<file path="src/rtl/pool_pkg.sv">
// Shared definitions for the max-pool stage: default sizes and state/mode encodings.
// Latency: n/a (types and constants only).
// Backpressure: n/a.
package pool_pkg;

    localparam int DW_DEF     = 8;
    localparam int POOL_N_DEF = 4;

    // Window mode, captured from epol when a window opens.
    typedef enum logic {
        MODE_PASS,
        MODE_MAX
    } pool_mode_t;

    // IDLE: no partial window held (cnt==0). ACCUM: partial window in progress.
    typedef enum logic {
        S_IDLE,
        S_ACCUM
    } pool_state_t;

endpackage

</file>
<file path="src/rtl/max_cmp.sv">
// Combinational signed two-input maximum; on a tie the first operand (a) wins.
// Latency: 0 cycles (pure combinational).
// Backpressure: none.
// Ports: a = running maximum, b = candidate sample, y = signed max(a, b), DW bits.
module max_cmp
    import pool_pkg::*;
#(
    parameter int DW = DW_DEF
) (
    input  logic [DW-1:0] a,
    input  logic [DW-1:0] b,
    output logic [DW-1:0] y
);

    // Strict greater-than: b replaces a only when it is larger, so ties keep a.
    assign y = ($signed(b) > $signed(a)) ? b : a;

endmodule

</file>
<file path="src/rtl/pool_unit.sv">
// Streaming max-pool: reduces POOL_N accepted samples to one signed max (epol=1) or passes samples through (epol=0).
// Latency: 1 cycle from the accept that completes a result (pass sample, last sample, or flush) to out_valid.
// Backpressure: in_ready = !out_valid || out_ready; result register held stable while out_valid && !out_ready.
// Ports: CLK/rst_n clock and async active-low reset; epol pooling enable (sampled at window start);
//        flush closes a partial window; in_valid/in_ready/data_in upstream; out_valid/out_ready/data_out
//        downstream; busy is high while a partial window is held.
module pool_unit
    import pool_pkg::*;
#(
    parameter int DW     = DW_DEF,
    parameter int POOL_N = POOL_N_DEF
) (
    input  logic          CLK,
    input  logic          rst_n,
    input  logic          epol,
    input  logic          flush,
    input  logic          in_valid,
    output logic          in_ready,
    input  logic [DW-1:0] data_in,
    output logic          out_valid,
    input  logic          out_ready,
    output logic [DW-1:0] data_out,
    output logic          busy
);

    localparam int CW = $clog2(POOL_N);
    localparam logic [CW-1:0] CNT_LAST = CW'(POOL_N - 1);

    pool_state_t   state_q, state_d;
    pool_mode_t    mode_q, mode_d;
    pool_mode_t    win_mode;
    logic [CW-1:0] cnt_q, cnt_d;
    logic [DW-1:0] acc_q, acc_d;
    logic [DW-1:0] dout_q, dout_d;
    logic          oval_q, oval_d;
    logic          pend_q, pend_d;
    logic [DW-1:0] max_y;
    logic          accept;
    logic          flush_req;

    // Single comparator serves both the accumulate path and the final/flush
    // path: both need smax(acc, data_in).
    max_cmp #(.DW(DW)) u_max (
        .a (acc_q),
        .b (data_in),
        .y (max_y)
    );

    assign in_ready  = !oval_q || out_ready;
    assign accept    = in_valid && in_ready;
    assign flush_req = flush || pend_q;
    assign out_valid = oval_q;
    assign data_out  = dout_q;
    assign busy      = (state_q == S_ACCUM);

    // The mode of the window a sample belongs to: epol when it opens a new
    // window, otherwise the mode latched at window start.
    assign win_mode = (state_q == S_IDLE) ? (epol ? MODE_MAX : MODE_PASS) : mode_q;

    always_comb begin
        state_d = state_q;
        mode_d  = mode_q;
        cnt_d   = cnt_q;
        acc_d   = acc_q;
        dout_d  = dout_q;
        oval_d  = oval_q;
        pend_d  = pend_q;

        if (oval_q && out_ready) begin
            oval_d = 1'b0;
        end

        if (accept) begin
            if (state_q == S_IDLE) begin
                mode_d = win_mode;
            end
            if (win_mode == MODE_PASS) begin
                dout_d = data_in;
                oval_d = 1'b1;
            end else if (state_q == S_IDLE) begin
                if (flush_req) begin
                    // Flush on the opening sample: a window of one.
                    dout_d = data_in;
                    oval_d = 1'b1;
                end else begin
                    acc_d = data_in;
                    cnt_d = CW'(1);
                end
            end else if ((cnt_q == CNT_LAST) || flush_req) begin
                dout_d = max_y;
                oval_d = 1'b1;
                cnt_d  = '0;
            end else begin
                acc_d = max_y;
                cnt_d = cnt_q + CW'(1);
            end
        end else if ((state_q == S_ACCUM) && flush_req) begin
            // Flush without a sample emits acc as-is, but only into a free
            // output slot; otherwise remember it until the slot frees.
            if (in_ready) begin
                dout_d = acc_q;
                oval_d = 1'b1;
                cnt_d  = '0;
            end else begin
                pend_d = 1'b1;
            end
        end

        // A pending flush has no meaning once the window is closed.
        if (cnt_d == '0) begin
            pend_d = 1'b0;
        end

        state_d = (cnt_d != '0) ? S_ACCUM : S_IDLE;
    end

    always_ff @(posedge CLK or negedge rst_n) begin
        if (!rst_n) begin
            state_q <= S_IDLE;
            mode_q  <= MODE_PASS;
            cnt_q   <= '0;
            acc_q   <= '0;
            dout_q  <= '0;
            oval_q  <= 1'b0;
            pend_q  <= 1'b0;
        end else begin
            state_q <= state_d;
            mode_q  <= mode_d;
            cnt_q   <= cnt_d;
            acc_q   <= acc_d;
            dout_q  <= dout_d;
            oval_q  <= oval_d;
            pend_q  <= pend_d;
        end
    end

endmodule

</file>
<file path="config.mk">
export PLATFORM = sky130hd
export DESIGN_NAME = pool_unit
export DESIGN_NICKNAME = d
export VERILOG_FILES = /design/src/rtl/pool_pkg.sv /design/src/rtl/max_cmp.sv /design/src/rtl/pool_unit.sv
export SDC_FILE = /design/constraint.sdc
export NUM_CORES = 1
export LEC_CHECK = 0
export CORE_ASPECT_RATIO = 1.1
export CORE_MARGIN = 2
export CORE_UTILIZATION = 55
export CTS_BUF_LIST = sky130_fd_sc_hd__clkbuf_8
export CTS_CLUSTER_SIZE = 14
export DETAILED_ROUTE_END_ITERATION = 6
export GPL_TIMING_DRIVEN = 0
export PLACE_DENSITY = 0.82
export SYNTH_ARGS = -nofsm -noshare
export SYNTH_HDL_FRONTEND = slang
export SYNTH_SLANG_ARGS = --single-unit
</file>
<file path="constraint.sdc">
create_clock -name CLK -period 3.28 [get_ports CLK]
set_clock_uncertainty 0.2 [all_clocks]
set_input_delay 0.82 -clock CLK [delete_from_list [all_inputs] [get_ports CLK]]
set_output_delay 0.82 -clock CLK [all_outputs]
set_load 0.02 [all_outputs]
</file>
==> impl_metrics.env, run 1 <==
export IMPL_rows=19
export IMPL_whs_endpoint="pend_q$_DFFE_PN0P_"
export IMPL_power_total_mw=1.65
export IMPL_p_leak_nw=0.820
export IMPL_firstDrtPassIters=4
export IMPL_initial_utilization_pct=59.1
export IMPL_die_area_mm2=0.00320
export IMPL_min_period_ns=3.24
export IMPL_synthArstFlopShare_pct=100
export IMPL_reg2reg_to="acc_q[6]$_DFFE_PN0P_"
export IMPL_place_ws_ns=-0.253
export IMPL_p_comb_share_pct=58.5
export IMPL_peakVddDrop_mv=0.601
export IMPL_cts_buffers=3
export IMPL_slew_headroom_pct=32.8
export IMPL_fin_nets=196
export IMPL_routabilityCongestion=0.822
export IMPL_final_antenna_net_count=0
export IMPL_hold_path_startpoint="pend_q$_DFFE_PN0P_"
export IMPL_ios=25
export IMPL_crit_chain="clkdlybuf4s50_1, ha_1, nand4_2, o22ai_2, nor4b_2, o31a_4, nor2_8, mux2_4"
export IMPL_cts_path_max_buffers=2
export IMPL_p_per_area_mw_per_mm2=876
export IMPL_reg2reg_slack_ns=0.62
export IMPL_reg2regPathDepth=8
export IMPL_worstPathMaxFanout=8
export IMPL_crit_path_top_delay_cell="clkdlybuf4s50_1"
export IMPL_maxCapViolCount=0
export IMPL_p_seq_share_pct=29.7
export IMPL_synthFlopType="dfrtp_1"
export IMPL_rsz0062_at_grt="no"
export IMPL_max_freq_mhz=308
export IMPL_clk_latency_ns=0.27
export IMPL_cp_num_buf_inv=1
export IMPL_swShare_pct=41.3
export IMPL_netlist_cell_type_count=41
export IMPL_fin_ws_ns=0.0361
export IMPL_die_x_um=54.1
export IMPL_max_stage_delay_ns=0.51
export IMPL_hpwl_um=2490
export IMPL_grt_use_total_pct=24.0
export IMPL_drt_iter0_drc=31
export IMPL_drc=0
export IMPL_seq_area_frac_synth_pct=36.3
export IMPL_grt_pass1_wl_um=5540
export IMPL_vias_per_cell=6.18
export IMPL_power_switching_mw=0.682
export IMPL_p_clk_share_pct=11.8
export IMPL_grt_overflow_total=0
export IMPL_slew_violations=0
export IMPL_period_share_pct=98.9
export IMPL_synth_seq_cells=22
export IMPL_finalSetupViolations=0
export IMPL_p_int_mw=0.971
export IMPL_crit_arrival_ns=3.19
export IMPL_antenna_found_initial=0
export IMPL_hold_viol=0
export IMPL_numPortBuffers=24
export IMPL_netlist_area_mm2=0.00152
export IMPL_path_clk_slew_ns=0.07
export IMPL_die_height_um=59.1
export IMPL_diodes=0
export IMPL_synthCells=141
export IMPL_stdcell_count=203
export IMPL_hp_class="register to register"
export IMPL_required_ns=3.23
export IMPL_area_growth_syn_to_layout_pct=24.4
export IMPL_wire_per_inst_um=17.3
export IMPL_wirelength_um=3510
export IMPL_rr_startpoint="acc_q[5]$_DFFE_PN0P_"
export IMPL_placedCellCount=196
export IMPL_worstMarginPinSlew_ns=1.00
export IMPL_cts_sinks=22
export IMPL_drive_above_1_share_pct=23.3
export IMPL_cts_htree_levels=1
export IMPL_cpLargestDelayFamily="compound AO/OA/AOI/OAI gates"
export IMPL_synth_edf_count=0
export IMPL_worstSetupStartpointType="input pin"
export IMPL_worst_setup_path_end_kind="register"
export IMPL_yosys_warnings=0
export IMPL_worstSetupPathType="input pin to register"
export IMPL_grt_pass1_vias=1193
export IMPL_root_buffer="clkbuf_8"
export IMPL_avgSynthCellArea_um2=10.8
export IMPL_cts_tree="yes"
export IMPL_min_path_cells=1
export IMPL_grt_max_degree=23
export IMPL_status="finished, final reports clean"
export IMPL_vias=1255
export IMPL_syn_nets=164
export IMPL_fp_coreArea_mm2=0.00257
Yosys cell counts (2+ instances only):
| master | instances | area [um2] |
|---|---|---|
| and2_1 | 3 | 18.8 |
| buf_2 | 2 | 10.0 |
| a221oi_2 | 8 | 120 |
| nand2b_1 | 2 | 12.5 |
| o22ai_1 | 8 | 50.1 |
| mux2_4 | 8 | 120 |
| a211o_1 | 2 | 17.5 |
| o21ai_1 | 2 | 10.0 |
| or2_1 | 2 | 12.5 |
| a21oi_1 | 11 | 55.1 |
| nand2_1 | 6 | 22.5 |
| o21ai_0 | 9 | 45.0 |
| buf_4 | 2 | 15.0 |
| ha_1 | 9 | 113 |
| inv_1 | 10 | 37.5 |
| nor2_1 | 11 | 41.3 |
| dfrtp_1 | 22 | 551 |
worst reg2reg max path, delay by kind of cell (launching register included):
family                     cells  cell delay, ns
muxes                          1            0.33
and+or+nand+nor                1            0.25
adders and majority gates      1            0.33
buffers and inverters          1            0.06
AOI/OAI and AO/OA              4            0.96
DFF                            1            0.41
per-layer routing:
layer / track usage, % / part of all wire (%) / vias to the layer above
li1: - / - / 596
met1: 29.5 / 43 / 628
met3: 4.55 / 3.2 / 5
met4: 4.29 / 0.74 / 0
met2: 43.4 / 53 / 26
met5: 0 / 0 / -
final cells by class:
cell class | count | area, um2
flip-flops and latches | 22 | 551
inverters | 10 | 37.5
fillers | 203 | 679
repair buffers | 27 | 264
plain buffers | 5 | 28.8
well taps | 31 | 38.8
clock buffers | 4 | 55.1
multi-input cells | 104 | 913
cell families after synthesis:
logic type | after synthesis | share of synthesized area [%]
buffers and inverters | 15 | 4.37
AND/OR/NAND/NOR | 31 | 12.6
flip-flops | 22 | 36.3
AO/OA/AOI/OAI | 55 | 30.7
multiplexers | 9 | 8.66
adder cells (fa/ha/maj) | 9 | 7.42
layout by cell type (no fill, tap or decap), types with 2 or more instances in the layout:
cell type / n
ha_1: 8
o21ai_0: 9
clkdlybuf4s50_1: 22
nor2_1: 11
a221oi_2: 8
buf_4: 5
mux2_4: 8
o21ai_1: 2
dfrtp_1: 22
buf_2: 2
inv_1: 10
nand2_1: 6
nand2b_1: 2
clkbuf_8: 4
and2_1: 3
or2_1: 2
o22ai_1: 8
a21oi_1: 11
a211o_1: 2
stage by stage:
stage	hold WS [ns]	TNS [ns]	utilization [%]	instance area, um2
final	0.284	0	73.5	1890
after global routing	0.327	0	73.5	1890
after CTS	0.291	0	72.1	1850
after detailed placement	0.273	-2.97	70.0	1800
after global placement	0.274	-2.08	70.0	1800
after floorplan	0.256	0	-	1520
repair_timing:
item / CTS / global route
hold buffers: 0 / 0
buffers inserted: 0 / 3
pin swaps: 0 / 5
gates resized for setup: 1 / 2
endpoints found under the setup margin: 1 / 8
power by group through the flow:
stage | logic (mW) | registers (mW) | clock network, mW
global placement | 0.911 | 0.483 | 0
CTS | 0.939 | 0.491 | 0.197
floorplan | 0.604 | 0.545 | 0
global route | 1.05 | 0.508 | 0.211
finish | 0.967 | 0.491 | 0.196
detailed placement | 0.935 | 0.493 | 0
sequential cells by signal, summed over array words and instances, names as in the netlist:
name       flops
acc_q          8
data_out       8
cnt_q          2
busy           1
mode_q         1
out_valid      1
pend_q         1
worst max-delay path by stage:
stage                     startpoint                   end  slack [ns]  cells past startpoint
final                     data_in[6]  acc_q[6]$_DFFE_PN0P_        0.04                      8
after global routing      data_in[6]  acc_q[5]$_DFFE_PN0P_       0.004                      8
after CTS                 data_in[5]  acc_q[5]$_DFFE_PN0P_        0.02                      8
after detailed placement  data_in[5]  acc_q[5]$_DFFE_PN0P_       -0.25                      8
after global placement    data_in[7]  acc_q[6]$_DFFE_PN0P_       -0.21                      8
after floorplan           data_in[5]  acc_q[0]$_DFFE_PN0P_        0.43                      7
Power figures use the tool's default switching activity.
==> inputs of run 2 (changes only) <==
--- a/config.mk
+++ b/config.mk
@@ -13,6 +13,7 @@
 export DETAILED_ROUTE_END_ITERATION = 6
 export GPL_TIMING_DRIVEN = 0
 export PLACE_DENSITY = 0.82
+export SKIP_CTS_REPAIR_TIMING = 1
 export SYNTH_ARGS = -nofsm -noshare
 export SYNTH_HDL_FRONTEND = slang
 export SYNTH_SLANG_ARGS = --single-unit
==> impl_metrics.env, run 2 (synthesis results as in run 1) <==
export IMPL_wirelength_um=3490
export IMPL_vias_per_cell=6.19
export IMPL_grt_use_total_pct=24.0
export IMPL_path_clk_slew_ns=0.07
export IMPL_worst_setup_path_end_kind="register"
export IMPL_p_per_area_mw_per_mm2=875
export IMPL_cts_path_max_buffers=2
export IMPL_cts_htree_levels=1
export IMPL_die_area_mm2=0.00320
export IMPL_slew_headroom_pct=35.0
export IMPL_firstDrtPassIters=4
export IMPL_cts_sinks=22
export IMPL_worstSetupPathType="input pin to register"
export IMPL_grt_max_degree=23
export IMPL_hold_ws_ns=0.284
export IMPL_grt_pass1_wl_um=5540
export IMPL_rsz0062_at_grt="no"
export IMPL_initial_utilization_pct=59.1
export IMPL_wire_per_inst_um=17.2
export IMPL_p_leak_nw=0.826
export IMPL_fin_util_pct=73.7
export IMPL_fin_nets=196
export IMPL_cts_buffers=3
export IMPL_clk_latency_ns=0.27
export IMPL_place_ws_ns=-0.253
export IMPL_die_height_um=59.1
export IMPL_p_int_mw=0.973
export IMPL_tns_ns=0
export IMPL_p_seq_share_pct=29.7
export IMPL_drc=0
export IMPL_period_share_pct=98.3
export IMPL_min_period_ns=3.23
export IMPL_crit_arrival_ns=3.18
export IMPL_hpwl_um=2490
export IMPL_drt_iter0_drc=34
export IMPL_root_buffer="clkbuf_8"
export IMPL_finalSetupViolations=0
export IMPL_status="finished, final reports clean"
export IMPL_power_switching_mw=0.683
export IMPL_max_stage_delay_ns=0.50
export IMPL_crit_path_top_delay_cell="clkdlybuf4s50_1"
export IMPL_ios=25
export IMPL_required_ns=3.23
export IMPL_worstPathMaxFanout=8
export IMPL_antenna_found_initial=0
export IMPL_drive_above_1_share_pct=23.3
export IMPL_swShare_pct=41.3
export IMPL_numPortBuffers=24
export IMPL_grt_overflow_total=0
export IMPL_routabilityCongestion=0.822
export IMPL_hp_class="register to register"
export IMPL_fp_coreArea_mm2=0.00257
export IMPL_area_growth_syn_to_layout_pct=24.6
export IMPL_design_area_mm2=0.00189
export IMPL_slew_violations=0
export IMPL_worstSetupStartpointType="input pin"
export IMPL_hold_viol=0
export IMPL_p_comb_share_pct=58.5
export IMPL_final_cell_mix="22 x dfrtp_1, 22 x clkdlybuf4s50_1, 11 x nor2_1, 11 x a21oi_1, 10 x inv_1"
export IMPL_fin_ws_ns=0.0543
export IMPL_peakVddDrop_mv=0.599
export IMPL_die_x_um=54.1
export IMPL_rows=19
export IMPL_worstMarginPinSlew_ns=0.972
export IMPL_place_area_mm2=0.00180
export IMPL_grt_pass1_vias=1193
export IMPL_p_clk_share_pct=11.9
export IMPL_maxCapViolCount=0
export IMPL_diodes=0
export IMPL_crit_chain="clkdlybuf4s50_1, ha_1, nand4_2, o22ai_2, nor4b_2, o31a_4, nor2_8, mux2_4"
export IMPL_final_antenna_net_count=0
export IMPL_cts_tree="yes"
export IMPL_max_freq_mhz=310
export IMPL_vias=1257
## run 2: layout make-up
type | count | area, um2
Multi-Input combinational cell | 104 | 913
Fill cell | 201 | 676
Sequential cell | 22 | 551
Timing Repair Buffer | 27 | 268
Clock buffer | 4 | 55.1
Tap cell | 31 | 38.8
Inverter | 10 | 37.5
Buffer | 5 | 28.8
## run 2: critical path: cells and delay by family
family	cells	cell delay (ns)
AOI/OAI and AO/OA	2	0.65
and+or+nand+nor	3	0.52
buffers and inverters	1	0.50
adders and majority gates	1	0.36
muxes	1	0.33
## run 2: path summary, 6_finish.rpt
kind | from | end | slack (ns) | cells after the start
max in group asynchronous | rst_n | data_out[7]$_DFFE_PN0P_ | 1.40 | 1
setup / recovery | data_in[6] | acc_q[0]$_DFFE_PN0P_ | 0.05 | 8
setup reg to reg | acc_q[5]$_DFFE_PN0P_ | acc_q[0]$_DFFE_PN0P_ | 0.62 | 8
hold / removal | pend_q$_DFFE_PN0P_ | pend_q$_DFFE_PN0P_ | 0.28 | 1
min in group asynchronous | rst_n | acc_q[1]$_DFFE_PN0P_ | 0.89 | 1
hold reg to reg | pend_q$_DFFE_PN0P_ | pend_q$_DFFE_PN0P_ | 0.28 | 1
## run 2: power by group through the flow
stage	Clock, mW	Sequential, mW	Combinational (mW)
after floorplan	0	0.545	0.604
after global placement	0	0.483	0.911
after detailed placement	0	0.493	0.935
after CTS	0.197	0.491	0.941
after global routing	0.211	0.508	1.05
final	0.196	0.492	0.968
## run 2: routing by layer
layer,up-vias,track usage [%],share of wire [%]
met5,-,0,0
met4,0,4.29,0.74
met3,5,4.55,3.2
met2,26,43.4,53
met1,631,29.5,43
li1,595,-,-
## run 2: through the flow
stage | power, mW | cells
2_1_floorplan | 1.15 | 141
3_3_place_gp | 1.39 | 196
3_5_place_dp | 1.43 | 196
4_1_cts | 1.63 | 200
5_1_grt | 1.77 | 203
6_report | 1.66 | 203
==> edit (settings of run 2) <==
Change the package constant `POOL_N_DEF` from 4 to 8.
--- a/src/rtl/pool_pkg.sv
+++ b/src/rtl/pool_pkg.sv
@@ -5,5 +5,5 @@
 
     localparam int DW_DEF     = 8;
-    localparam int POOL_N_DEF = 4;
+    localparam int POOL_N_DEF = 8;
 
     // Window mode, captured from epol when a window opens.
Formal check against the unedited RTL: not equivalent (a bounded check fails within 10 cycles, from zero or initial values and one cycle with rst_n low).
==> edit against run 2 <==
  * Via count increased by 8.4%
  * Design area increased by 0.93%
  * Routed wire length increased by 2.3%
  * Power decreased by 1.9%
  * First-iteration DRC count increased by 5.9%
  * Critical path depth decreased by 1
  * Hold slack improved by 31 ps
  * Count of clock-buffer cells in the layout decreased by 1
  * Sequential cell count increased by 1
  * Setup slack improved by 120 ps
  * Synthesized area increased by 4.8%
==> edit: results (changes against run 2) <==
- Status: finished clean
- R2R setup slack: 790 ps (+170 ps)
- Met1 Usage GRT: 26.43% (-3.1 points)
- CP max-delay cell: a211oi_4
- Root Buffer: clkbuf_8
- H-tree depth: 1 (unchanged)
- Worst min-delay path class: flop to flop
- CP max FO: 8 (unchanged)
- Compound-Gate Fraction of Synth Area: 22.58% (-8.1 points)
- DRT iter0 DRCs: 36 (+5.9%)
- DPL Wire Length: 2.574 mm (+3.4%)
- Sequential fraction of the synthesis area: 36.19% (-0.082 points)
- Final net count: 211 (+7.7%)
- First-pass GRT wire length: 6.085 mm (+9.8%)
- GP Congestion: 0.8033 (-2.3%)
- Slew @ Worst Pin: 1029 ps (+57.48 ps)
- N_diodes: 0 (unchanged)
- Max stage delay on crit path: 580 ps (+80 ps)
- Crit path max-delay family: compound AO/OA/AOI/OAI gates
- Critical R2R Capture: acc_q[1]$_DFFE_PN0P_
- Fraction of layout cells with a size suffix above 1: 9.140% (-14 points)
- Gr usage total: 23.04% (-0.98 points)
- Synth warn: 0 (unchanged)
- Path depth of the worst reg2reg path: 7 (-1)
- Distinct cells, synth: 46 (+12%)
- Adder-Cell Fraction of Synth Area: 7.868% (+0.45 points)
- Worst R2R Start: acc_q[3]$_DFFE_PN0P_
- Post-Synth XOR/XNOR Area: 0% (unchanged)
- Hold depth: 1 (unchanged)
- Largest net degree at the start of global routing: 24 (+4.3%)
- CTS Buf Count: 3 (unchanged)
- Detailed Route WL: 3.573 mm (+2.3%)
- Syn nets: 183 (+12%)
- Fillers: 216 (+7.5%)
- Most frequent cells after synthesis: 23 x dfrtp_1, 16 x mux2i_1, 14 x inv_1
- Post-synthesis mux area share: 15.03% (+6.4 points)
- Number of global-route vias before repair: 1,413 (+18%)
- Router iterations before antenna repair: 4 (unchanged)
- Grt met2 use: 43.54% (+0.16 points)
- Top post-synthesis cells by area: dfrtp_1 36%, mux2i_1 10%, ha_1 7.9%
- Top_reg_cell synth: dfrtp_1
- Placed standard-cell area: 1862 µm² (+3.6%)
- Vias per cell: 6.219 (+0.44%)
- P_leak: 0.8578 nW (+3.9%)
- I/O Buffers: 23 (-4.2%)
- Worst EP arrival: 3040 ps (-140 ps)
- Met3 GRT Util: 2.772% (-1.8 points)
- Worst vdd ir: 468.8 µV (-22%)
- Worst skew pair latency: 260 ps
- WHS: 314.7 ps (+31.04 ps)
- Endpoint, Worst Hold: acc_q[4]$_DFFE_PN0P_
- FFs w/ async S/R, synth: 100.0% (unchanged)
- Hold Startpoint: acc_q[4]$_DFFE_PN0P_
[edit: cell count changes after synthesis, sizes merged, moves of 3 or more]
cell	before	now
a2bb2oi	0	7
and2	3	0
inv	10	14
mux2i	0	16
nand3	1	5
o21ai	12	5
o22ai	9	1
or3	0	3
[edit: final cells by class]
cell class / instances / area share, %
sequential: 23 / 30.14
clock buffer: 3 / 2.163
timing repair buffer: 23 / 12.19
multi-input combinational: 116 / 48.75
tap: 33 / 2.163
inverter: 15 / 3.014
clock inverter: 1 / 0.1966
buffer: 5 / 1.376
[edit: stage by stage]
step | std cells | total power [mW] | utilization [%] | worst slack [ps]
global route | 219 | 1.743 | 69.36 | 76.51
global placement | 215 | 1.416 | 67.64 | -44.95
detailed placement | 215 | 1.449 | 67.64 | -62.50
floorplan | 159 | 1.148 | - | 642.1
finish | 219 | 1.625 | 69.36 | 178.0
CTS | 219 | 1.629 | 69.27 | 47.87
[edit: where the power goes]
part / switching, mW / internal, mW / total, mW
combinational: 0.519 / 0.425 / 0.944
sequential: 0.0954 / 0.413 / 0.509
clock: 0.0881 / 0.0835 / 0.172
[edit: cell families (layout without fill, tap and decap cells)]
logic type	after synthesis	count (layout)
buf+inv	20	47
mux	23	23
simple gates	37	37
compound gates	46	46
flops	23	23
fa+ha+maj	10	10
[edit: routing by layer]
metal  vias to the layer above  share of wire, %
met5                         -                 0
met4                         0               2.8
met3                        13               6.3
met2                        55                51
met1                       645                40
li1                        649                 -
[edit: how the worst max path moves through the flow]
stage,startpoint,endpoint,slack [ps]
after floorplan,data_in[5],data_out[0]$_DFFE_PN0P_,640
after global placement,data_in[6],acc_q[6]$_DFFE_PN0P_,-40
after detailed placement,data_in[5],data_out[4]$_DFFE_PN0P_,-60
after CTS,out_ready,in_ready,50
after global routing,data_in[5],data_out[4]$_DFFE_PN0P_,80
final,data_in[5],acc_q[1]$_DFFE_PN0P_,180
